File: config.mk
export PLATFORM = sky130hd
export DESIGN_NAME = rom_arb
export DESIGN_NICKNAME = d
export VERILOG_FILES = /design/src/rtl/rom_arb.sv
export SDC_FILE = /design/constraint.sdc
export NUM_CORES = 1
export LEC_CHECK = 0
export CAP_MARGIN = 10
export CORE_AREA = 2 2 126 128
export CTS_CLUSTER_DIAMETER = 50
export DETAILED_ROUTE_END_ITERATION = 12
export DIE_AREA = 0 0 128 130
export SYNTH_ARGS = -nofsm -noshare
export SYNTH_HDL_FRONTEND = slang
export SYNTH_SLANG_ARGS = --single-unit
File: constraint.sdc
create_clock -name clk -period 2.1 [get_ports clk]
set_clock_uncertainty 0.15 [all_clocks]
set_input_delay 0.42 -clock clk [delete_from_list [all_inputs] [get_ports clk]]
set_output_delay 0.42 -clock clk [all_outputs]
set_load 0.02 [all_outputs]
File: src/rtl/rom_arb.sv
// rom_arb: two-master OCP arbiter sharing one single-port slave, one transaction in flight.
// Define ROM_ARB_WRITE_ERR_EN to answer writes locally with an ERR response instead of forwarding.
`ifndef ADDR_WIDTH
`define ADDR_WIDTH 32
`endif
`ifndef DATA_WIDTH
`define DATA_WIDTH 32
`endif
`ifndef BEN_WIDTH
`define BEN_WIDTH 4
`endif
`ifndef OCP_CMD_IDLE
`define OCP_CMD_IDLE 3'd0
`define OCP_CMD_WRITE 3'd1
`define OCP_CMD_READ 3'd2
`endif
`ifndef OCP_RESP_NULL
`define OCP_RESP_NULL 2'd0
`define OCP_RESP_DVA 2'd1
`define OCP_RESP_FAIL 2'd2
`define OCP_RESP_ERR 2'd3
`endif

module rom_arb #(
  parameter bit FAIR = 1'b1
) (
  input  logic                   clk,
  input  logic                   nrst,
  input  logic [`ADDR_WIDTH-1:0] i_m0_MAddr,
  input  logic [2:0]             i_m0_MCmd,
  input  logic [`DATA_WIDTH-1:0] i_m0_MData,
  input  logic [`BEN_WIDTH-1:0]  i_m0_MByteEn,
  output logic                   o_m0_SCmdAccept,
  output logic [`DATA_WIDTH-1:0] o_m0_SData,
  output logic [1:0]             o_m0_SResp,
  input  logic [`ADDR_WIDTH-1:0] i_m1_MAddr,
  input  logic [2:0]             i_m1_MCmd,
  input  logic [`DATA_WIDTH-1:0] i_m1_MData,
  input  logic [`BEN_WIDTH-1:0]  i_m1_MByteEn,
  output logic                   o_m1_SCmdAccept,
  output logic [`DATA_WIDTH-1:0] o_m1_SData,
  output logic [1:0]             o_m1_SResp,
  output logic [`ADDR_WIDTH-1:0] o_s_MAddr,
  output logic [2:0]             o_s_MCmd,
  output logic [`DATA_WIDTH-1:0] o_s_MData,
  output logic [`BEN_WIDTH-1:0]  o_s_MByteEn,
  input  logic                   i_s_SCmdAccept,
  input  logic [`DATA_WIDTH-1:0] i_s_SData,
  input  logic [1:0]             i_s_SResp
);
  typedef enum logic {IDLE, WAIT} state_t;
  state_t state_q, state_d;
  logic owner_q, owner_d, prio_q, prio_d;
  logic req0, req1, gnt, acc, wr_err;
  logic [2:0] sel_cmd;
  logic [1:0] resp;
  logic [`DATA_WIDTH-1:0] data;

  assign req0 = i_m0_MCmd != `OCP_CMD_IDLE;
  assign req1 = i_m1_MCmd != `OCP_CMD_IDLE;
  assign gnt = (req0 && req1) ? (FAIR ? prio_q : 1'b0) : req1;
  assign sel_cmd = gnt ? i_m1_MCmd : i_m0_MCmd;

`ifdef ROM_ARB_WRITE_ERR_EN
  logic err_pend_q, err_pend_d;
  assign wr_err = sel_cmd == `OCP_CMD_WRITE;
  // The error response always completes in the single WAIT cycle that follows.
  assign err_pend_d = (state_q == IDLE) && acc && wr_err;
  always_ff @(posedge clk or negedge nrst)
    if (!nrst) err_pend_q <= 1'b0;
    else err_pend_q <= err_pend_d;
`else
  assign wr_err = 1'b0;
`endif

  always_comb begin
    state_d = state_q;
    owner_d = owner_q;
    prio_d = prio_q;
    o_s_MCmd = `OCP_CMD_IDLE;
    o_s_MAddr = '0;
    o_s_MData = '0;
    o_s_MByteEn = '0;
    acc = 1'b0;
    resp = `OCP_RESP_NULL;
    data = '0;
    if (state_q == IDLE) begin
      if ((req0 || req1) && !wr_err) begin
        o_s_MCmd = sel_cmd;
        o_s_MAddr = gnt ? i_m1_MAddr : i_m0_MAddr;
        o_s_MData = gnt ? i_m1_MData : i_m0_MData;
        o_s_MByteEn = gnt ? i_m1_MByteEn : i_m0_MByteEn;
      end
      acc = (req0 || req1) && (wr_err || i_s_SCmdAccept);
      if (acc) begin
        state_d = WAIT;
        owner_d = gnt;
        prio_d = FAIR ? ~gnt : prio_q;
      end
    end else begin
      resp = i_s_SResp;
      data = i_s_SData;
`ifdef ROM_ARB_WRITE_ERR_EN
      resp = err_pend_q ? `OCP_RESP_ERR : resp;
      data = err_pend_q ? '1 : data;
`endif
      state_d = (resp != `OCP_RESP_NULL) ? IDLE : WAIT;
    end
  end

  always_ff @(posedge clk or negedge nrst)
    if (!nrst) begin
      state_q <= IDLE;
      owner_q <= 1'b0;
      prio_q <= 1'b0;
    end else begin
      state_q <= state_d;
      owner_q <= owner_d;
      prio_q <= prio_d;
    end

  assign o_m0_SCmdAccept = acc && !gnt;
  assign o_m1_SCmdAccept = acc && gnt;
  assign o_m0_SResp = owner_q ? `OCP_RESP_NULL : resp;
  assign o_m1_SResp = owner_q ? resp : `OCP_RESP_NULL;
  assign o_m0_SData = owner_q ? '0 : data;
  assign o_m1_SData = owner_q ? data : '0;
endmodule

==> results of run 1 <==
==> worst min-delay path by stage <==
| stage | from | to | slack, ps | cells after the start |
|---|---|---|---|---|
| finish | nrst | prio_q | 230 | 1 |
| global route | nrst | prio_q | 240 | 1 |
| CTS | nrst | prio_q | 230 | 1 |
| detailed placement | prio_q | prio_q | 440 | 1 |
| global placement | prio_q | prio_q | 440 | 1 |
| floorplan | nrst | owner_q | -30 | 0 |
==> sequential cells by signal, summed over array words and instances, names as in the netlist <==
name     count
prio_q       1
owner_q      1
state_q      1
==> critical path: cells and delay by family <==
kind | cells | cell delay, ps
buf+inv | 5 | 770
simple gates | 1 | 410
compound gates | 2 | 200
==> final cells by class <==
type	count	area share, %
Tap cell	192	3.209
Timing Repair Buffer	384	54.48
Inverter	68	3.409
Sequential cell	3	1.053
Multi-Input combinational cell	232	36.80
Clock buffer	4	1.053
==> what timing repair did <==
item / in CTS / in global routing
pin swaps: 10 / 16
buffers inserted: 20 / 5
gates resized for setup: 598 / 147
endpoints found under the setup margin: 141 / 134
cloned: 13 / 5
==> stage by stage <==
stage	area [um^2]	util, %	hold slack (ps)	instances
final	7487	48.54	230.6	883
after floorplan	2760	-	-25.59	343
after global routing	7487	48.54	244.7	883
after global placement	6192	40.14	443.2	838
after detailed placement	6192	40.14	437.5	838
after CTS	6694	43.40	233.3	875
==> routing by layer <==
layer  vias to the layer above  share of wire [%]  GRT usage, %
met2                       154                 52         30.67
met1                      1865                 42         21.14
met4                         0               0.97         1.681
li1                       1897                  -             -
met5                         -                  0             0
met3                        12                5.2         2.501
==> kinds of logic after synthesis <==
family                 Yosys count  synth area share [%]
and+or+nand+nor                154                 35.00
AOI/OAI and AO/OA               78                 43.25
buffers and inverters          108                 19.04
DFF                              3                 2.720
==> cell usage in the layout (no fill, tap or decap), types with 2 or more instances in the layout <==
| cell | instances |
|---|---|
| buf_6 | 65 |
| nand2b_1 | 68 |
| dlygate4sd2_1 | 7 |
| buf_16 | 14 |
| nand2_1 | 2 |
| o32ai_4 | 46 |
| clkdlybuf4s50_1 | 172 |
| clkbuf_2 | 14 |
| nor3_1 | 2 |
| dfrtp_1 | 2 |
| nor3_2 | 4 |
| nor2_1 | 4 |
| and3_1 | 33 |
| inv_1 | 68 |
| o32ai_2 | 22 |
| clkdlybuf4s15_1 | 20 |
| clkbuf_16 | 8 |
| buf_2 | 25 |
| and2_1 | 33 |
| buf_4 | 45 |
| o22a_1 | 2 |
| a21oi_4 | 2 |
| buf_12 | 13 |
| buf_8 | 4 |
| o21ai_0 | 2 |
| or3_4 | 2 |
==> report_power, final <==
group	internal, W	switching, W
Clock	0.000251	0.0000546
Sequential	0.0000745	0.0000180
Combinational	0.00250	0.00226
==> metrics.cfg, run 1 <==
[run_status]
outcome = finished with violations
violations = setup timing

[die]
coreArea_um2 = 15420
die_area_um2 = 16640
ios = 320
die_height_um = 130
rows = 46
die_w_um = 128
initial_core_util_pct = 17.89

[critical_path]
critical_path_class = input pin to output port
startpoint = i_m1_MCmd[0]
timing.rr.start = state_q
critPathCapture = o_s_MData[1]
ff2ff_path_depth = 4
arrival_ps = 1810
slowest_stage = or3_4
rrSetupSlack_ps = 700
critPathMaxStageDelay_ps = 410
cp_data_required_time_ps = 1530
start_kind = input pin
crit_top_cell = buf_4
cp_cell_sequence = buf_8 > buf_4 > or3_4 > o21ai_4 > buf_12 > buf_16 > o32ai_2 > buf_4
setup.worst_path.end_class = output port
worstPathMaxFanout = 10
r2r-end = owner_q

[synthesis]
synthCells = 343
synth_top_cell_by_area = o32ai_2
ys_ff_latch = 3
avgSynthCellArea_um2 = 8.047
yosys-top-cells-area = o32ai_2, nand2b_1, inv_1
yosys_warnings = 0
yosysUniqueCellTypes = 26
ys.flop_type = dfrtp_1
ys_seq_area_share_pct = 2.720
async_flop_share_pct = 100.0
synth_commonest_cells = nand2b_1, inv_1, o32ai_2, and3_1, and2_1
synth_edf_count = 0
yosysMostFrequentCell = nand2b_1
mappedNetlistNets = 522
yosys.area.top_type_share_pct = 40.07
syn-cell-area_um2 = 2760

[placement]
dp_hpwl_um = 10760
dp_slack_ps = -1014
portBuffers = 319
gp_congestion = 0.9064

[clocking]
clk_path_buf_depth = 2
cts_tree = yes
cts_root_buf = clkbuf_16
clock_sinks = 3
clkTransAtPathRegs_ps = 30
clock_latency_ps = 220
cts-hold-fix-buffers = 0
htree_levels = 1
cts_made_buffers = 3

[power_and_ir_drop]
power_density_nw_per_um2 = 688.5
leakage_nw = 3.256
power_w = 0.005155
ir_drop_mv = 0.2872

[finish]
fill_cells = 1440
nNetsFinal = 871
num_antenna_cells = 0
regArea_um2 = 78.83
drive_above_1_share_pct = 39.65
area_growth_pct = 171.3
multi_input_area_um2 = 2755

[timing]
finalWorstSetupSlack_ps = -282.7
slew_headroom_pct = 72.49
min_period_ps = 2383
timing.fmax_mhz = 419.7
setup_viol = 72
finalMaxSlewViolations = 0
fin_crit_sh_pct = 113.5
tightest_slew_ps = 412.7
hold_viol = 0
rsz0062_at_grt = true
fin_setup_tns_ps = -17510

[detailed_routing]
finalWirelength_um = 16140
routed_via_density = 4.448
ant_nets = 0
drt_iter0_markers = 114
drc = 0
drtPass1Iterations = 4
dr_total_vias = 3928
wl_per_cell_um = 18.28

[global_routing]
grt_first_pass_wirelength_um = 21870
grt.total_usage_pct = 16.60
grt_pass1_vias = 3877
antenna_found_initial = 0
grt_max_degree = 59
gr-total-overflow = 0

[hold_path]
hold_path_class = input pin to asynchronous set/reset pin

[run]
drv_cap = 0

Power figures use the tool's default switching activity.
==> run 2: changes to the inputs <==
- ABC_AREA: not set -> 1
- CORE_AREA: 2 2 126 128 -> 2 2 124 126
- DIE_AREA: 0 0 128 130 -> 0 0 126 128
- REMOVE_ABC_BUFFERS: not set -> 1
==> metrics.cfg, run 2 <==
[critical_path]
start_kind = input pin
cp_data_required_time_ps = 1530  ; about the same
critical_path_class = input pin to output port
r2r-end = prio_q
ff2ff_path_depth = 10  ; +6
timing.rr.start = prio_q
worstPathMaxFanout = 4  ; -6
rrSetupSlack_ps = 440  ; -260 ps
setup.worst_path.end_class = output port
arrival_ps = 1750  ; -60 ps

[detailed_routing]
finalWirelength_um = 17530  ; +8.6%
drc = 0  ; unchanged
dr_total_vias = 4466  ; +14%
ant_nets = 0  ; unchanged
wl_per_cell_um = 17.29  ; -5.4%
drt_iter0_markers = 189  ; +66%
drtPass1Iterations = 4  ; unchanged
routed_via_density = 4.404  ; -0.99%

[power_and_ir_drop]
switching_power_w = 0.002059  ; -12%
power_w = 0.004291  ; -17%
pwr-share-clk_pct = 7.3  ; +1.4 points
leakage_nw = 3.268  ; +0.36%
switching_share_pct = 47.97  ; +2.7 points
ir_drop_mv = 0.3045  ; +6.0%
internal_power_w = 0.002233  ; -21%
power_frac_seq_pct = 2.0  ; +0.2 points
power_density_nw_per_um2 = 632.7  ; -8.1%
power_frac_comb_pct = 90.7  ; -1.6 points

[finish]
layout_commonest_cell = clkdlybuf4s50_1
drive_above_1_share_pct = 35.23  ; -4.4 points
final_cell_mix = clkdlybuf4s50_1, nor2_1, buf_4
num_antenna_cells = 0  ; unchanged
area_growth_pct = 209.9
top_regs = owner_q: 1 flops, prio_q: 1 flops, state_q: 1 flops
nNetsFinal = 1006  ; +15%

[global_routing]
antenna_found_initial = 0  ; unchanged
grt_first_pass_wirelength_um = 24770  ; +13%
gr-total-overflow = 0  ; unchanged
grt_pass1_vias = 4465  ; +15%
grt.total_usage_pct = 19.20  ; +2.6 points
grt_max_degree = 38  ; -36%

[clocking]
cts_root_buf = clkbuf_16
htree_levels = 1  ; unchanged
clkTransAtPathRegs_ps = 30  ; about the same
clock_sinks = 3  ; unchanged
cts_tree = yes
clock_latency_ps = 230  ; about the same
clk_path_buf_depth = 2  ; unchanged
cts_made_buffers = 3  ; unchanged
cts-hold-fix-buffers = 0  ; unchanged

[synthesis]
yosys.area.top_type_share_pct = 24.19  ; -16 points
yosysUniqueCellTypes = 18  ; -31%
yosys-top-cells-area = nor2_1, nand3b_1, nor3_1
ys_ff_latch = 3  ; unchanged
yosysMostFrequentCell = nor2_1
ys_seq_area_share_pct = 3.431  ; +0.71 points
synth_edf_count = 0  ; unchanged
ys.flop_type = dfrtp_1
synthCells = 459  ; +34%
syn-cell-area_um2 = 2188  ; -21%
synth_top_cell_by_area = nor2_1
synth_commonest_cells = nor2_1, nand2_1, nand3b_1, nor3_1, inv_1
async_flop_share_pct = 100.0  ; unchanged
avgSynthCellArea_um2 = 4.768  ; -41%
yosys_warnings = 0  ; unchanged

[die]
die_height_um = 128  ; -1.5%
initial_core_util_pct = 14.72  ; -3.2 points
die_w_um = 126  ; -1.6%
ios = 320  ; unchanged
coreArea_um2 = 14860  ; -3.6%
rows = 45  ; -2.2%
die_area_um2 = 16130  ; -3.1%

[timing]
fin_crit_sh_pct = 110.6  ; -2.9 points
finalWorstSetupSlack_ps = -222.7  ; +60.09 ps
hold_viol = 0  ; unchanged
finalMaxSlewViolations = 0  ; unchanged
fin_hold_ws_ps = 229.0  ; -1.597 ps
rsz0062_at_grt = true
min_period_ps = 2323  ; -60.09 ps
setup_viol = 73  ; +1.4%
slew_headroom_pct = 82.69  ; +10 points
tightest_slew_ps = 258.9  ; -153.8 ps
timing.fmax_mhz = 430.5  ; +2.6%

[run_status]
violations = setup timing
outcome = finished with violations

[hold_path]
hold_path_class = input pin to asynchronous set/reset pin

[run]
drv_cap = 0  ; unchanged

[placement]
dp_hpwl_um = 11330  ; +5.2%
dp_slack_ps = -1018  ; -4.360 ps
portBuffers = 319  ; unchanged
gp_congestion = 0.7790  ; -14%

run 2: changes by cell type in the layout (fill, tap and decap cells not counted), moves of 46 or more:
cell,delta
buf_4,+47
nand2_1,+53
nand2b_1,-68
nand3b_1,+68
nor2_1,+101
nor3_1,+63
o32ai_4,-46
run 2: final cells by class:
class / instances / area, um^2
repair buffers: 405 / 4083
well taps: 188 / 235.2
clock buffers: 4 / 78.83
inverters: 43 / 163.9
multi-input cells: 371 / 2146
flip-flops and latches: 3 / 76.32
fillers: 1520 / 8082
run 2: worst max-delay path by stage:
stage                      start               to  slack, ps
floorplan           i_m1_MCmd[1]  o_m0_SCmdAccept      -1470
global placement    i_m0_MCmd[1]    o_s_MData[22]       -990
detailed placement  i_m0_MCmd[1]    o_s_MData[22]      -1020
CTS                       prio_q    o_s_MAddr[30]       -370
global route        i_m0_MCmd[0]     o_s_MData[6]       -270
finish              i_m1_MCmd[2]    o_s_MAddr[30]       -220
run 2: worst max-delay path, cell delays in order:
cell and delay [ps]:
buf_6 100, buf_6 110, nor2_4 140, a21oi_4 50, buf_6 120, buf_12 120
buf_12 120, buf_6 100, buf_6 100, buf_6 110, nor2_4 70, nor2_2 50
buf_6 120
run 2: kinds of logic (layout without fill, tap and decap cells):
kind of cell    Yosys count  count (layout)  share of synthesized area [%]
flops                     3               3                          3.430
simple gates            366             366                          78.73
compound gates            5               5                          1.429
buf+inv                  85             452                          16.41
run 2: per-stage QoR:
step / utilization (%) / TNS [ps] / instances / instance area [um^2]
4_1_cts: 42.98 / -10160 / 1004 / 6389
2_1_floorplan: - / -134060 / 417 / 1991
3_5_place_dp: 38.83 / -80790 / 953 / 5772
6_report: 45.63 / -9567 / 1014 / 6783
5_1_grt: 45.63 / -13480 / 1014 / 6783
3_3_place_gp: 38.83 / -78800 / 953 / 5772
run 2: layer usage:
layer	part of all wire [%]	wire length, um	vias to the layer above	global-route usage, %
met5	0	0	-	0
met4	1.8	312	0	2.909
met1	42	7356	2010	23.87
met2	49	8605	238	35.01
li1	-	-	2191	-
met3	7.1	1252	27	3.715
run 2: power groups by stage:
stage / clock, W / sequential (W) / combinational, W
after global routing: 0.000322 / 0.0000861 / 0.00414
after floorplan: 0 / 0.000116 / 0.00136
after global placement: 0 / 0.0000833 / 0.00301
final: 0.000313 / 0.0000843 / 0.00389
after CTS: 0.000317 / 0.0000839 / 0.00352
after detailed placement: 0 / 0.0000829 / 0.00300
run 2: what timing repair did:
action,CTS,global route
resized for setup,529,229
setup endpoints to repair,140,138
gates cloned,10,6
pin swaps,24,33
setup buffers,37,11
==> run 3: changes to the inputs <==
- CTS_CLUSTER_DIAMETER: 50 -> 30
==> results of run 3 <==
Final layout, timing and power as in run 2 (identical DEF).
